==> config.mk <==
export PLATFORM = sky130hd
export DESIGN_NAME = ddr2dbuf_gen_flat
export DESIGN_NICKNAME = d
export VERILOG_FILES = /design/src/rtl/ddr2dbuf_gen_if.sv /design/src/rtl/ddr2dbuf_gen.sv /design/src/flat_wrapper.sv
export SDC_FILE = /design/constraint.sdc
export NUM_CORES = 1
export LEC_CHECK = 0
export BUFFER_PORTS_ARGS = -buffer_cell sky130_fd_sc_hd__buf_2
export CAP_MARGIN = 10
export CORE_AREA = 2 2 267 269
export DETAILED_ROUTE_END_ITERATION = 8
export DIE_AREA = 0 0 269 271
export SLEW_MARGIN = 5
export SYNTH_ARGS = -nofsm -noshare
export SYNTH_HDL_FRONTEND = slang
export SYNTH_SLANG_ARGS = --single-unit
==> constraint.sdc <==
create_clock -name clk -period 8.3 [get_ports clk]
set_clock_uncertainty 0.05 [all_clocks]
set_input_delay 0.83 -clock clk [delete_from_list [all_inputs] [get_ports clk]]
set_output_delay 0.83 -clock clk [all_outputs]
set_load 0.02 [all_outputs]
==> src/rtl/ddr2dbuf_gen_if.sv <==
// ddr2dbuf_gen_if -- bundle of the job-control, DDR beat stream and
// data-buffer write signals of ddr2dbuf_gen.
//   job control : start, mode, ch_num/row_num/pix_num, fc_len, base_addr,
//                 abort in; busy, done out
//   beat stream : ddr_data, ddr_valid in; ddr_ready out
//   dbuf write  : dbuf_wr_addr, dbuf_wr_data (one lane per bank),
//                 dbuf_wr_en (one-hot or zero) out
// slave = the generator, master = whoever drives jobs and beats.
interface ddr2dbuf_gen_if #(
    parameter int DATA_W = 16,
    parameter int BATCH  = 8,
    parameter int ADDR_W = 8,
    parameter int CNT_W  = 4
);
    localparam int BEAT_W = DATA_W * BATCH;

    logic                   start;
    logic [1:0]             mode;
    logic [CNT_W-1:0]       ch_num;
    logic [CNT_W-1:0]       row_num;
    logic [CNT_W-1:0]       pix_num;
    logic [ADDR_W-1:0]      fc_len;
    logic [ADDR_W-1:0]      base_addr;
    logic                   abort;
    logic                   busy;
    logic                   done;
    logic [BEAT_W-1:0]      ddr_data;
    logic                   ddr_valid;
    logic                   ddr_ready;
    logic [ADDR_W-1:0]      dbuf_wr_addr;
    logic [3:0][BEAT_W-1:0] dbuf_wr_data;
    logic [3:0]             dbuf_wr_en;

    modport slave (
        input  start, mode, ch_num, row_num, pix_num, fc_len, base_addr, abort,
        input  ddr_data, ddr_valid,
        output busy, done, ddr_ready, dbuf_wr_addr, dbuf_wr_data, dbuf_wr_en
    );

    modport master (
        output start, mode, ch_num, row_num, pix_num, fc_len, base_addr, abort,
        output ddr_data, ddr_valid,
        input  busy, done, ddr_ready, dbuf_wr_addr, dbuf_wr_data, dbuf_wr_en
    );
endinterface

==> src/rtl/ddr2dbuf_gen.sv <==
// ddr2dbuf_gen -- scatters a stream of DDR beats into four data-buffer
// banks laid out as a 2x2 row/pixel tile.
//   clk  : sole clock, rising edge
//   rst  : asynchronous reset, active low
//   bus  : ddr2dbuf_gen_if.slave (job control, beat stream, bank writes)
// Conv jobs walk channel (innermost), pixel, row; the row/pixel LSBs pick the
// bank and the remaining bits plus the channel form the in-bank offset.
// FC jobs deal beats round-robin over the banks, advancing the address once
// per full round. Every accepted beat becomes one registered bank write.

// One bank's write-data lane: loads a beat when its bank is written, holds
// the previous beat otherwise.
module ddr2dbuf_lane #(
    parameter int BEAT_W = 128
) (
    input  logic              clk,
    input  logic              rst,
    input  logic              we_i,
    input  logic [BEAT_W-1:0] data_i,
    output logic [BEAT_W-1:0] data_o
);
    logic [BEAT_W-1:0] data_q;

    always_ff @(posedge clk or negedge rst) begin
        if (!rst)      data_q <= '0;
        else if (we_i) data_q <= data_i;
    end

    assign data_o = data_q;
endmodule

module ddr2dbuf_gen #(
    parameter int DATA_W    = 16,
    parameter int BATCH     = 8,
    parameter int BUF_DEPTH = 256,
    parameter int ADDR_W    = $clog2(BUF_DEPTH),
    parameter int CNT_W     = 4
) (
    input logic           clk,
    input logic           rst,
    ddr2dbuf_gen_if.slave bus
);
    localparam int BANK_NUM = 4;
    localparam int BEAT_W   = DATA_W * BATCH;
    localparam int OFF_W    = 3 * CNT_W - 2;

    typedef enum logic [1:0] {IDLE, RUN, LAST} state_e;

    state_e              state_q, state_d;
    logic                fc_q;
    logic [CNT_W-1:0]    ch_num_q, row_num_q, pix_num_q;
    logic [ADDR_W-1:0]   fc_len_q, base_q;
    logic [CNT_W-1:0]    ch_cnt_q, row_cnt_q, pix_cnt_q;
    logic [1:0]          fc_bank_q;
    logic [ADDR_W-1:0]   fc_word_q;
    logic [BANK_NUM-1:0] wr_en_q;
    logic [ADDR_W-1:0]   wr_addr_q;

    logic                accept, last_beat;
    logic [1:0]          bank;
    logic [ADDR_W-1:0]   addr;
    logic [OFF_W-1:0]    conv_off;
    logic [BANK_NUM-1:0] lane_we;
    logic [BANK_NUM-1:0][BEAT_W-1:0] lane_data;

    assign accept   = (state_q == RUN) && bus.ddr_valid;
    assign conv_off = {ch_cnt_q, row_cnt_q[CNT_W-1:1], pix_cnt_q[CNT_W-1:1]};

    always_comb begin
        bank      = {row_cnt_q[0], pix_cnt_q[0]};
        addr      = base_q + ADDR_W'(conv_off);
        last_beat = (ch_cnt_q == ch_num_q) && (pix_cnt_q == pix_num_q) &&
                    (row_cnt_q == row_num_q);
        if (fc_q) begin
            bank      = fc_bank_q;
            addr      = base_q + fc_word_q;
            last_beat = (fc_bank_q == 2'd3) && (fc_word_q == fc_len_q);
        end
        lane_we = accept ? (BANK_NUM'(1) << bank) : '0;
    end

    // Reserved modes skip RUN entirely so they only produce the done pulse.
    always_comb begin
        state_d = state_q;
        case (state_q)
            IDLE:    if (bus.start) state_d = bus.mode[1] ? LAST : RUN;
            RUN: begin
                if (bus.abort)                 state_d = IDLE;
                else if (accept && last_beat)  state_d = LAST;
            end
            LAST:    state_d = IDLE;
            default: state_d = IDLE;
        endcase
    end

    always_ff @(posedge clk or negedge rst) begin
        if (!rst) state_q <= IDLE;
        else      state_q <= state_d;
    end

    always_ff @(posedge clk or negedge rst) begin
        if (!rst) begin
            fc_q      <= 1'b0;
            ch_num_q  <= '0;
            row_num_q <= '0;
            pix_num_q <= '0;
            fc_len_q  <= '0;
            base_q    <= '0;
            ch_cnt_q  <= '0;
            row_cnt_q <= '0;
            pix_cnt_q <= '0;
            fc_bank_q <= '0;
            fc_word_q <= '0;
        end else if (state_q == IDLE && bus.start) begin
            fc_q      <= bus.mode[0];
            ch_num_q  <= bus.ch_num;
            row_num_q <= bus.row_num;
            pix_num_q <= bus.pix_num;
            fc_len_q  <= bus.fc_len;
            base_q    <= bus.base_addr;
            ch_cnt_q  <= '0;
            row_cnt_q <= '0;
            pix_cnt_q <= '0;
            fc_bank_q <= '0;
            fc_word_q <= '0;
        end else if (accept) begin
            if (fc_q) begin
                fc_bank_q <= fc_bank_q + 2'd1;
                if (fc_bank_q == 2'd3) fc_word_q <= fc_word_q + ADDR_W'(1);
            end else if (ch_cnt_q == ch_num_q) begin
                ch_cnt_q <= '0;
                if (pix_cnt_q == pix_num_q) begin
                    pix_cnt_q <= '0;
                    row_cnt_q <= row_cnt_q + CNT_W'(1);
                end else begin
                    pix_cnt_q <= pix_cnt_q + CNT_W'(1);
                end
            end else begin
                ch_cnt_q <= ch_cnt_q + CNT_W'(1);
            end
        end
    end

    // Address only moves on a write so idle cycles show the last one issued.
    always_ff @(posedge clk or negedge rst) begin
        if (!rst) begin
            wr_en_q   <= '0;
            wr_addr_q <= '0;
        end else begin
            wr_en_q <= lane_we;
            if (accept) wr_addr_q <= addr;
        end
    end

    for (genvar g = 0; g < BANK_NUM; g++) begin : g_lane
        ddr2dbuf_lane #(.BEAT_W(BEAT_W)) u_lane (
            .clk    (clk),
            .rst    (rst),
            .we_i   (lane_we[g]),
            .data_i (bus.ddr_data),
            .data_o (lane_data[g])
        );
    end

    assign bus.busy         = (state_q != IDLE);
    assign bus.done         = (state_q == LAST);
    assign bus.ddr_ready    = (state_q == RUN);
    assign bus.dbuf_wr_en   = wr_en_q;
    assign bus.dbuf_wr_addr = wr_addr_q;
    assign bus.dbuf_wr_data = lane_data;
endmodule

==> src/flat_wrapper.sv <==
// flat-port wrapper written by rule: the top's interface ports become plain ports
module ddr2dbuf_gen_flat 
#(
    parameter int DATA_W    = 16,
    parameter int BATCH     = 8,
    parameter int BUF_DEPTH = 256,
    parameter int ADDR_W    = $clog2(BUF_DEPTH),
    parameter int CNT_W     = 4
)
  (clk, rst, bus_start, bus_mode, bus_ch_num, bus_row_num, bus_pix_num, bus_fc_len, bus_base_addr, bus_abort, bus_ddr_data, bus_ddr_valid, bus_busy, bus_done, bus_ddr_ready, bus_dbuf_wr_addr, bus_dbuf_wr_data, bus_dbuf_wr_en);
  ddr2dbuf_gen_if #(.DATA_W(DATA_W), .BATCH(BATCH), .ADDR_W(ADDR_W), .CNT_W(CNT_W)) bus_i ();
  input logic clk;
  input logic rst;
  input wire logic [$bits(bus_i.start)-1:0] bus_start;
  input wire logic [$bits(bus_i.mode)-1:0] bus_mode;
  input wire logic [$bits(bus_i.ch_num)-1:0] bus_ch_num;
  input wire logic [$bits(bus_i.row_num)-1:0] bus_row_num;
  input wire logic [$bits(bus_i.pix_num)-1:0] bus_pix_num;
  input wire logic [$bits(bus_i.fc_len)-1:0] bus_fc_len;
  input wire logic [$bits(bus_i.base_addr)-1:0] bus_base_addr;
  input wire logic [$bits(bus_i.abort)-1:0] bus_abort;
  input wire logic [$bits(bus_i.ddr_data)-1:0] bus_ddr_data;
  input wire logic [$bits(bus_i.ddr_valid)-1:0] bus_ddr_valid;
  output wire logic [$bits(bus_i.busy)-1:0] bus_busy;
  output wire logic [$bits(bus_i.done)-1:0] bus_done;
  output wire logic [$bits(bus_i.ddr_ready)-1:0] bus_ddr_ready;
  output wire logic [$bits(bus_i.dbuf_wr_addr)-1:0] bus_dbuf_wr_addr;
  output wire logic [$bits(bus_i.dbuf_wr_data)-1:0] bus_dbuf_wr_data;
  output wire logic [$bits(bus_i.dbuf_wr_en)-1:0] bus_dbuf_wr_en;
  assign bus_i.start = bus_start;
  assign bus_i.mode = bus_mode;
  assign bus_i.ch_num = bus_ch_num;
  assign bus_i.row_num = bus_row_num;
  assign bus_i.pix_num = bus_pix_num;
  assign bus_i.fc_len = bus_fc_len;
  assign bus_i.base_addr = bus_base_addr;
  assign bus_i.abort = bus_abort;
  assign bus_i.ddr_data = bus_ddr_data;
  assign bus_i.ddr_valid = bus_ddr_valid;
  assign bus_busy = bus_i.busy;
  assign bus_done = bus_i.done;
  assign bus_ddr_ready = bus_i.ddr_ready;
  assign bus_dbuf_wr_addr = bus_i.dbuf_wr_addr;
  assign bus_dbuf_wr_data = bus_i.dbuf_wr_data;
  assign bus_dbuf_wr_en = bus_i.dbuf_wr_en;
  ddr2dbuf_gen #(.DATA_W(DATA_W), .BATCH(BATCH), .BUF_DEPTH(BUF_DEPTH), .ADDR_W(ADDR_W), .CNT_W(CNT_W)) u_core (.clk(clk), .rst(rst), .bus(bus_i));
endmodule
* Word-level counts from Yosys, hierarchy flattened
Cells that the tools add are included.
Operators by class: $add $sub $neg 7, multipliers 0, div/mod/pow operators 0, $lt $le $gt $ge 0, equality and inequality tests 10, shift-type cells 1, mux-type cells 30, bitwise gates (word level) 0, reduce and logical (&&, ||, !) cells 19
Operator list (number):
- two-way mux 4 bit | 15
- two-way mux 8 bit | 5
- adder 8 bit | 2
- two-way mux 2 bit | 8
- adder 4 x 1 -> 4 bit (second input constant) | 3
- == test 4 bit | 3
- nonzero test 2 bit | 6
- adder 8 x 1 -> 8 bit (second input constant) | 1
- == test 8 bit | 1
- logical AND 1 bit | 6
- AND reduction 2 bit | 3
- AND reduction 3 bit | 2
- == test 2 bit (second input constant) | 2
- != test 2 bit (second input constant) | 2
- case mux 2 bit (2 select lines) | 1
- AND reduction 4 bit | 1
- left shift 1 x 2 -> 4 bit (first input constant) | 1
- != test 3 x 2 -> 1 bit (second input constant) | 1
- adder 2 x 1 -> 2 bit (second input constant) | 1
- == test 2 x 1 -> 1 bit (second input constant) | 1
- zero test 2 bit | 1
- two-way mux 1 bit | 1
Storage, ports and cells: bits in registers 577, bits in latches 0, RAM bits 0, bits in read-only memories 0, input port bits 163, output and inout port bits 527, word-level logic and storage cells 85, memories kept 0

* Depth between registers and ports, before layout
depth after elaboration 8, depth in mapped cells 10, gate-level depth less buffers 8

* Hierarchy
Synthesis repeated with hierarchy kept, for this count alone.
Unflattened totals: cell total of the unflattened synthesis 1445, area total of the unflattened synthesis 22670.5 µm²
By module, submodules not included:
- ddr2dbuf_lane | instances 4, cells each 270, area an instance 4822.1 µm², sequential area each 3203.1 µm²
- ddr2dbuf_gen | instances 1, cells each 365, area an instance 3382.0 µm², sequential area each 1626.6 µm²

* Least setup slack after synthesis
Ideal clock, no wire load.
path kind register -> register, start register u_core.fc_q, end register u_core.wr_addr_q[6], in the netlist u_core.bus.dbuf_wr_addr[6], library setup time 0.124 ns, arrival time 2.650 ns, required time 8.126 ns, slack 5.476 ns, cell stages (with the launch flop) 11, path buffers 2, clock period less this slack 2.824 ns, cell sequence dfrtp_1 -> buf_2 -> buf_1 -> mux2_2 -> ha_1 -> fa_1 -> a21o_1 -> a21o_1 -> a21oi_1 -> nor4b_1 -> a211o_1
Between the ends: word-level cells in the longest chain between the ends 1
Ends and longest elaborated chain:
- from (decl) | RTL line ddr2dbuf_gen.sv:50 | logic fc_q;
- from (signal assigned) | RTL line ddr2dbuf_gen.sv:115 | fc_q <= bus.mode[0];
- two-way mux 8 bit | RTL line ddr2dbuf_gen.sv:74 | if (fc_q) begin
- to (signal assigned) | RTL line ddr2dbuf_gen.sv:151 | if (accept) wr_addr_q <= addr;
- to (decl) | RTL line ddr2dbuf_gen.sv:57 | logic [ADDR_W-1:0] wr_addr_q;
No other way between the ends. A chain may end at the register's enable or synchronous reset.

* Worst setup path in the final report
start register u_core.fc_q, end register u_core.g_lane[1].u_lane.data_q[124]
Between the ends: word-level cells in the longest chain between the ends 3
Ends and longest elaborated chain:
- two-way mux 2 bit | RTL line ddr2dbuf_gen.sv:74
- left shift 1 x 2 -> 4 bit | RTL line ddr2dbuf_gen.sv:79 | lane_we = accept ? (BANK_NUM'(1) << bank) : '0;
- two-way mux 4 bit | RTL line ddr2dbuf_gen.sv:79
- to (signal assigned) | RTL line ddr2dbuf_gen.sv:26 | else if (we_i) data_q <= data_i;
- to (decl) | RTL line ddr2dbuf_gen.sv:22 | logic [BEAT_W-1:0] data_q;
No other way between the ends.

==> impl_results.md <==
* Die Y at 271 um
* Place WS at 4890 ps
* Via density at 4.63
* CTS tree: yes
* CTS max path bufs at 3
* Top FF cell, synth: dfrtp_1
* Initial core utilization at 32.2%
* Placed cells at 3027
* Met3 WL at 4.34 mm
* Synth Register Bits at 577
* Count leader, synth: dfrtp_1
* Core footprint at 69800 um^2
* Wl on met1 at 24.5 mm
* Die Width at 269 um
* Sink Count at 577
* Final Non-Filler Cells at 3149
* Yosys top cell area share at 64.3%
* Period utilization at 39.5%
* Post-route setup slack at 5020 ps
* Final-report setup violation count at 0
* CTS H-tree lvls at 2
* Final hold vios at 0
* DIE AREA at 72900 um^2
* Hpwl dp at 45.7 mm
* First-pass GRT wire length at 94.9 mm
* Clock transition at path regs at 60 ps
* Vias in the first global route at 15300
* Total CTS buffers at 61
* Layout fillers at 6509
* Post-synth EDFFs at 0
* Worst setup startpoint: u_core.fc_q
* Post-route DRC at 0
* Max_slew headroom at 26.6%
* Synth area leaders: dfrtp_1, mux2_2, mux2_1, nand2_1, buf_6
* Initial antenna violation count at 9
* Peak VDD IR at 189 uV
* Sw frac at 38.2%
* Hold Path Class: input pin to async pin
* Data required time of the critical path at 8750 ps
* Min Clock Period, post-route at 3280 ps
* Max frequency at 0.305 GHz
* PwrDens at 414 nW/um^2
* Crit path capture type: register
* Number of max-cap violations at 0
* Layout cells sized above 1 at 55.7%
* Post-CTS Resized at 0
* Outcome: finished clean
* Total Wirelength at 63.3 mm
* CP Class: register to register
* Area Growth Syn to Fin at 28.5%
* Uppermost routed layer: met5
* Post-CTS Hold Buffers at 0
* Fin Setup TNS at 0 ps
* IO Port Bufs at 689
* YS warnings at 0
* Power share of the combinational group at 37.8%
* Commonest cells post-synth: dfrtp_1, mux2_2, nand2_1
* DR vias at 14600
* Seq/Total Area, Yosys at 64.3%
* GRT Total Usage at 16.8%
* Register area at 14400 um^2
* Area of the multi-input gates at 7490 um^2
* Cell taking the most area after synthesis: dfrtp_1
* Average wire per standard cell at 20.1 um
* Gp weighted congestion at 0.835
* Avg Inst Size Synth at 15.5 um^2
* Worst EP arrival at 3730 ps
* ANT nets after route at 0
* DRT iter0 DRCs at 740
* Nets at 2326
* Share of flip-flops with an asynchronous set or reset at 100%
* Power Internal at 7.38 mW
* Worst-Skew Late Latency at 610 ps
* Largest net degree at the start of global routing at 172
* Root Driver: clkbuf_16
* RSZ-0062 raised after global routing: false
* Switching pwr at 4.56 mW
* Gr ovfl total at 0
* Clock power frac at 23.4%
* DR pass1 iterations at 4
* Power share of the sequential group at 38.7%
* Metal2 WL at 32.0 mm
* Lkg Pwr at 15.5 nW
* Worst-margin pin slew at 1100 ps
* Synth unique cells at 53
* Syn Nets at 1629
* Post-Synthesis Cells at 1453
* Worst R2R Path Depth at 4
* Core Rows at 97
* Crit Path Max Fanout at 57
* Synthesized area at 22500 um^2
* Reg-to-reg critical path startpoint: u_core.fc_q
* I/O pins at 690
* Worst Setup Start Kind: register
* Slew Limit Fails at 0
* Setup bufs post-CTS at 0
worst max-delay path: stages, from the launching register on:
cell and delay, ps:
dfrtp_1 660, o32a_1 510, nor2_4 600, buf_4 750, mux2_2 410
routing by layer:
metal  vias to the layer above  global-route usage, %
met5                         -                      0
li1                       6493                      -
met4                         2                   7.32
met3                       132                   4.10
met1                      7453                   19.3
met2                       511                   29.6
final cells by class:
class	count	area share (%)
diodes	8	0.0694
clock buffers	91	6.45
clock inverters	23	0.841
inverters	8	0.104
multi-input cells	797	26.0
flip-flops and latches	577	50.0
well taps	940	4.07
repair buffers	705	12.5
through the flow:
step	utilization, %	cell area [um^2]	hold WS, ps	power [mW]
3_5_place_dp	38.3	26700	419	9.25
3_3_place_gp	38.3	26700	411	9.12
2_1_floorplan	-	22500	402	7.37
5_1_grt	41.4	28900	326	12.6
4_1_cts	41.3	28800	292	12.1
6_report	41.4	28900	294	11.9
cells by family (layout without fill, tap and decap cells):
logic type | after synthesis | count (layout) | synth area share (%)
mux | 521 | 521 | 26.1
flops | 577 | 577 | 64.3
compound gates | 49 | 49 | 1.36
xor+xnor | 35 | 35 | 1.36
simple gates | 179 | 179 | 3.63
buf+inv | 79 | 827 | 2.50
other cells | 0 | 8 | 0
fa+ha+maj | 13 | 13 | 0.758
worst paths after layout:
path | to | slack, ps
worst max-delay path | u_core.g_lane[1].u_lane.data_o[124] | 5020
worst min-delay path | u_core.g_lane[0].u_lane.data_o[10] | 290
worst max register to register | u_core.g_lane[1].u_lane.data_o[124] | 5020
worst min register to register | u_core.bus.dbuf_wr_addr[0] | 430
max in group asynchronous | u_core.g_lane[0].u_lane.data_o[88] | 5800
min in group clk | u_core.row_num_q[0] | 360
power by group through the flow:
stage               sequential, mW  combinational (mW)  clock, mW
floorplan                     5.95                1.42          0
global placement              4.62                4.50          0
detailed placement            4.67                4.58          0
CTS                           4.62                4.59       2.87
global route                  4.77                4.81       3.00
finish                        4.63                4.52       2.80
placed cells by master (no fill, tap or decap), types with 8 or more instances in the layout:
cell and n:
buf_2 688, dfrtp_1 577, mux2_2 408, nand2_1 114
mux2_1 110, clkbuf_16 62, xor2_1 22, clkbuf_8 20
nor2_1 18, o21ai_0 16, buf_4 14, xnor2_1 13
ha_1 12, clkinv_2 11, clkbuf_1 9, diode_2 8
a21oi_1 8
state kept, by name (all words and copies together) (netlist names), 8 cells and up:
signal / count
u_core.base_q: 8
u_core.g_lane.u_lane.data_o: 512
u_core.fc_len_q: 8
u_core.fc_word_q: 8
u_core.bus.dbuf_wr_addr: 8
(Power assumes the default switching activity.)
